## src/rtl/tt_um_count_checker_sat_counter8.sv

```systemverilog
// 8-bit saturating event counter with sync clear.
// sat goes high on the increment that lands on 0xFF.
module sat_counter8 (
   input  logic       clk,
   input  logic       rst_n,
   input  logic       ena,
   input  logic       clr,
   input  logic       inc,
   output logic [7:0] count,
   output logic       sat
);

   // count events, stick at 0xFF, clear has priority
   always_ff @(posedge clk) begin
      if (!rst_n) begin
         count <= 8'h00;
         sat   <= 1'b0;
      end else if (ena) begin
         if (clr) begin
            count <= 8'h00;
            sat   <= 1'b0;
         end else if (inc && count != 8'hFF) begin
            count <= count + 8'd1;
            if (count == 8'hFE) sat <= 1'b1;
         end
      end
   end

endmodule

```

## config.mk

```make
export PLATFORM = sky130hd
export DESIGN_NAME = sat_counter8
export DESIGN_NICKNAME = d
export VERILOG_FILES = /design/src/rtl/tt_um_count_checker_sat_counter8.sv
export SDC_FILE = /design/constraint.sdc
export NUM_CORES = 1
export LEC_CHECK = 0
export BUFFER_PORTS_ARGS = -buffer_cell sky130_fd_sc_hd__buf_2
export CAP_MARGIN = 30
export CORE_AREA = 3 3 40 42
export CTS_CLUSTER_SIZE = 30
export DETAILED_ROUTE_END_ITERATION = 10
export DIE_AREA = 0 0 43 45
export HOLD_SLACK_MARGIN = 0.08
export PLACE_DENSITY = 0.72
export SETUP_SLACK_MARGIN = 0.5
export SYNTH_ARGS = -nofsm -noshare
export SYNTH_HDL_FRONTEND = slang
export SYNTH_SLANG_ARGS = --single-unit
```

## constraint.sdc

```tcl
create_clock -name clk -period 2.2 [get_ports clk]
set_input_delay 0.44 -clock clk [delete_from_list [all_inputs] [get_ports clk]]
set_output_delay 0.44 -clock clk [all_outputs]
set_load 0.05 [all_outputs]
```

[Word level (Yosys, flattened, before mapping)]
Cells that the tools add are included.
W data, S select, Z words.
Cells by class
  add/sub/neg operators: 1
  eq/ne operators: 2
  mux-type cells: 5
  reductions and logical operators: 5
Operators by type and width (count)
  $mux W8: 2
  $add A8 B1 Y8 const B: 1
  $eq A8 B8 Y1 const B: 1
  $ne A8 B8 Y1 const B: 1
  $reduce_bool A2 Y1: 2
  $mux W1: 3
  $reduce_and A3 Y1: 1
  $reduce_and A2 Y1: 1
  $logic_and A1 B1 Y1: 1
Storage, ports and cells
  flip-flop bits (word level): 9
  bits of input ports: 5
  output and inout bits: 9
  logic and storage cells: 15

[Logic depth before layout (Yosys ltp)]
  depth in word-level cells: 4
  mapped depth: 6
  gate-level depth less buffers: 6

[Worst setup path after synthesis]
No wires, ideal clock.
  path type: register to register
  start point: reg count[0]
  end point: reg count[1]
  library setup time: 70 ps
  arrival: 1673 ps
  required time: 2130 ps
  setup slack: 457 ps
  stages on the path, launching flop included: 6
  buffers on the path: 0
  clock period less this slack: 1743 ps
  cells stage by stage: dfxtp_1 > ha_1 > and3_1 > a21o_1 > or3_1 > a21boi_1
On the way
  longest elaborated chain between the ends: 4
  elaborated cells between the ends (all ways): 7
  those cells by class: add/sub (1); eq/ne (1); mux (2); reduce/logical (3)
Ends and longest elaborated chain
  start: declaration: line 9  | output logic [7:0] count,
  start signal: assignment: line 23  | count <= count + 8'd1;
  parallel branches: the longest is 4 deep, another holds $add A8 B1 Y8
Parallel ways; which one is timed is not known. The select of a mux whose other input is x is not followed.
A chain may end at the register's enable or synchronous reset.

[Worst setup path after layout]
Same ends and word-level chain as after synthesis.

==> flow_summary.yaml <==
global_route:
  grt_pass1_wl_um: 2201
  gr-usage-all-layers_pct: 15.18
  grt_antenna_before_repair: 0
  grt_max_degree: 10
  overflow: 0
  grt_pass1_vias: 513
setup_path:
  critPathKind: "register to register"
  rrSetupSlack_ps: 610
  critPathSlowestCell: "dfxtp_2"
  crit_arrival_ps: 1790
  endpoint_kind: "register"
  reg2reg_depth: 5
  critical_path_required_ps: 2400
  worst-path-max-fanout: 7
  crit_path_cell_trace: "ha_1 -> and3_1 -> a21o_1 -> or3_1 -> a21boi_1"
  start_kind: "register"
  slowest_delay_ps: 340
status:
  status: "finished clean"
logic_synthesis:
  yosysTopAreaCell: "dfxtp_1"
  yosys-top-cells-area: "dfxtp_1 (35%), nand2_1 (5.0%), a31oi_1 (4.8%)"
  synthCells: 63
  seq_area_frac_synth_pct: 34.62
  syn_area_um2: 520.5
  ys_types: 28
  yosysWarnings: 0
  synth_seq_cells: 9
  yosysTopAreaCellShare_pct: 34.62
  syn_nets: 70
  synth.avg_cell_area_um2: 8.262
timing:
  tns_ps: 0
  setup_violations: 0
  worst_pin_slew_ps: 290.5
  clock.fmax_ghz: 0.6286
  hold_viol_final: 0
  drv_slew: 0
  fin_worst_skew_ps: 2.985
  min_period_over_period_pct: 72.31
  relSlewSlack_pct: 80.38
  rsz0062_at_grt: "false"
  fin_crit_ps: 1591
die:
  dieArea_um2: 1935
  rows: 13
  die_w_um: 43
  num_io_pins: 14
  coreArea_um2: 1285
  start_util_pct: 40.51
  die-height_um: 45
cts:
  post-cts-setup-buffer-count: 0
  worstSkewPairLatency_ps: 260
  ctsResizeCount: 0
  clock-root-buffer: "clkbuf_4"
  cts_made_buffers: 3
  cts_tree: "done"
  clockBufferDepth: 2
  cts_sinks: 9
  h-tree-depth: 1
  hold_buffers: 0
  clkSlewWorstSetupHoldPaths_ps: 70
layout:
  layout_common_cells: "buf_2 (13), nand2_1 (7), dfxtp_1 (7)"
  drive_gt1_share_pct: 25.64
  utilization_pct: 48.00
  area_growth_pct: 18.51
  nFillCells: 125
  antennaDiodeCount: 0
  nets: 86
  final_common_cell: "buf_2"
  fin_area_um2: 616.8
worst_hold_path:
  whs_path_depth: 3
  hold_path_class: "primary input to register"
detailed_routing:
  drc: 0
  via_per_inst: 6.054
  post_drt_wl_per_cell_um: 13.32
  vias: 563
  drtAntennaViolNets: 0
  drt_iter0_markers: 18
  wirelength_um: 1239
  drt_pre_antenna_iters: 4
placement:
  placement.io_buffers: 13
  dp_hpwl_um: 918.7
  gp_congestion: 0.7972
  post_dp_cell_area_um2: 590.6
power_and_ir_drop:
  power_density_nw_per_um2: 545.4
  sw_frac_of_total_pct: 26.76
  comb_power_share_pct: 10.6
  p_sw_w: 0.00009003
  cell_internal_pwr_w: 0.0002464
  clkPwrFrac_pct: 40.0
  power.leakage_nw: 0.2694
  pwr-share-seq_pct: 49.4
  ir_worst_vdd_uv: 269.1
job:
  drv_cap: 0
==> cell type report <==
type	count	area, um2	share of cell area (%)
multi-input cells	50	316.6	51.32
flip-flops and latches	9	182.7	29.61
repair buffers	13	65.06	10.55
clock buffers	4	26.28	4.260
well taps	15	18.77	3.043
inverters	2	7.507	1.217
==> state kept, by name (all words and copies together), names as in the netlist <==
signal / count
count: 8
sat: 1
==> routing by layer <==
metal,part of all wire [%],up-vias,track usage [%]
met2,48,18,24.85
met3,6.7,6,4.382
li1,-,270,-
met4,3.6,0,10.84
met5,0,-,0
met1,41,269,16.95
==> per-stage QoR <==
stage | setup slack, ps | hold slack (ps) | cells | power, W
floorplan | 587.9 | 578.4 | 63 | 0.0001936
global placement | 668.3 | 452.2 | 89 | 0.0002057
detailed placement | 626.4 | 472.9 | 89 | 0.0002052
CTS | 611.3 | 461.2 | 93 | 0.0003410
global route | 528.8 | 463.4 | 93 | 0.0003548
finish | 609.3 | 466.3 | 93 | 0.0003365
==> synth_stat cells <==
| master | number |
|---|---|
| nor2_1 | 6 |
| a21boi_1 | 1 |
| a311oi_1 | 1 |
| ha_1 | 2 |
| o41ai_1 | 1 |
| or3_1 | 1 |
| nor3_1 | 1 |
| a31oi_1 | 4 |
| nand2b_1 | 1 |
| o21a_1 | 1 |
| nand2_1 | 7 |
| o22a_1 | 2 |
| nand4_1 | 2 |
| o2111ai_1 | 1 |
| buf_6 | 1 |
| xnor2_1 | 1 |
| and4_4 | 1 |
| dfxtp_1 | 9 |
| o21ai_0 | 2 |
| buf_2 | 1 |
| inv_1 | 2 |
| a21oi_1 | 4 |
| nand3_1 | 4 |
| and3_1 | 1 |
| nor4_1 | 2 |
| and4_1 | 1 |
| a21o_1 | 2 |
| a41oi_2 | 1 |
==> final timing paths <==
check | startpoint | endpoint
worst max register to register | count[0] | count[1]
worst max-delay path | count[0] | count[1]
worst min-delay path | rst_n | count[6]
worst min register to register | sat | sat
==> power by group through the flow <==
stage,sequential [W],clock (W),combinational (W)
floorplan,0.000175,0,0.0000187
global placement,0.000170,0,0.0000359
detailed placement,0.000170,0,0.0000353
CTS,0.000166,0.000140,0.0000352
global route,0.000167,0.000148,0.0000399
finish,0.000166,0.000135,0.0000356
==> critical path: cells and delay by family (launching register included) <==
kind            cells  cell delay [ps]
compound gates      2              350
fa+ha+maj           1              270
flops               1              340
simple gates        2              560
==> cell families (layout without fill, tap and decap cells) <==
logic type / after synthesis / after routing / share of synthesized area, %
XOR/XNOR: 1 / 1 / 1.683
AO/OA/AOI/OAI: 20 / 20 / 27.89
flip-flops: 9 / 9 / 34.61
AND/OR/NAND/NOR: 27 / 27 / 26.44
buffers and inverters: 4 / 19 / 4.567
adder cells (fa/ha/maj): 2 / 2 / 4.807
No activity file was read; power rests on OpenSTA's default activity.
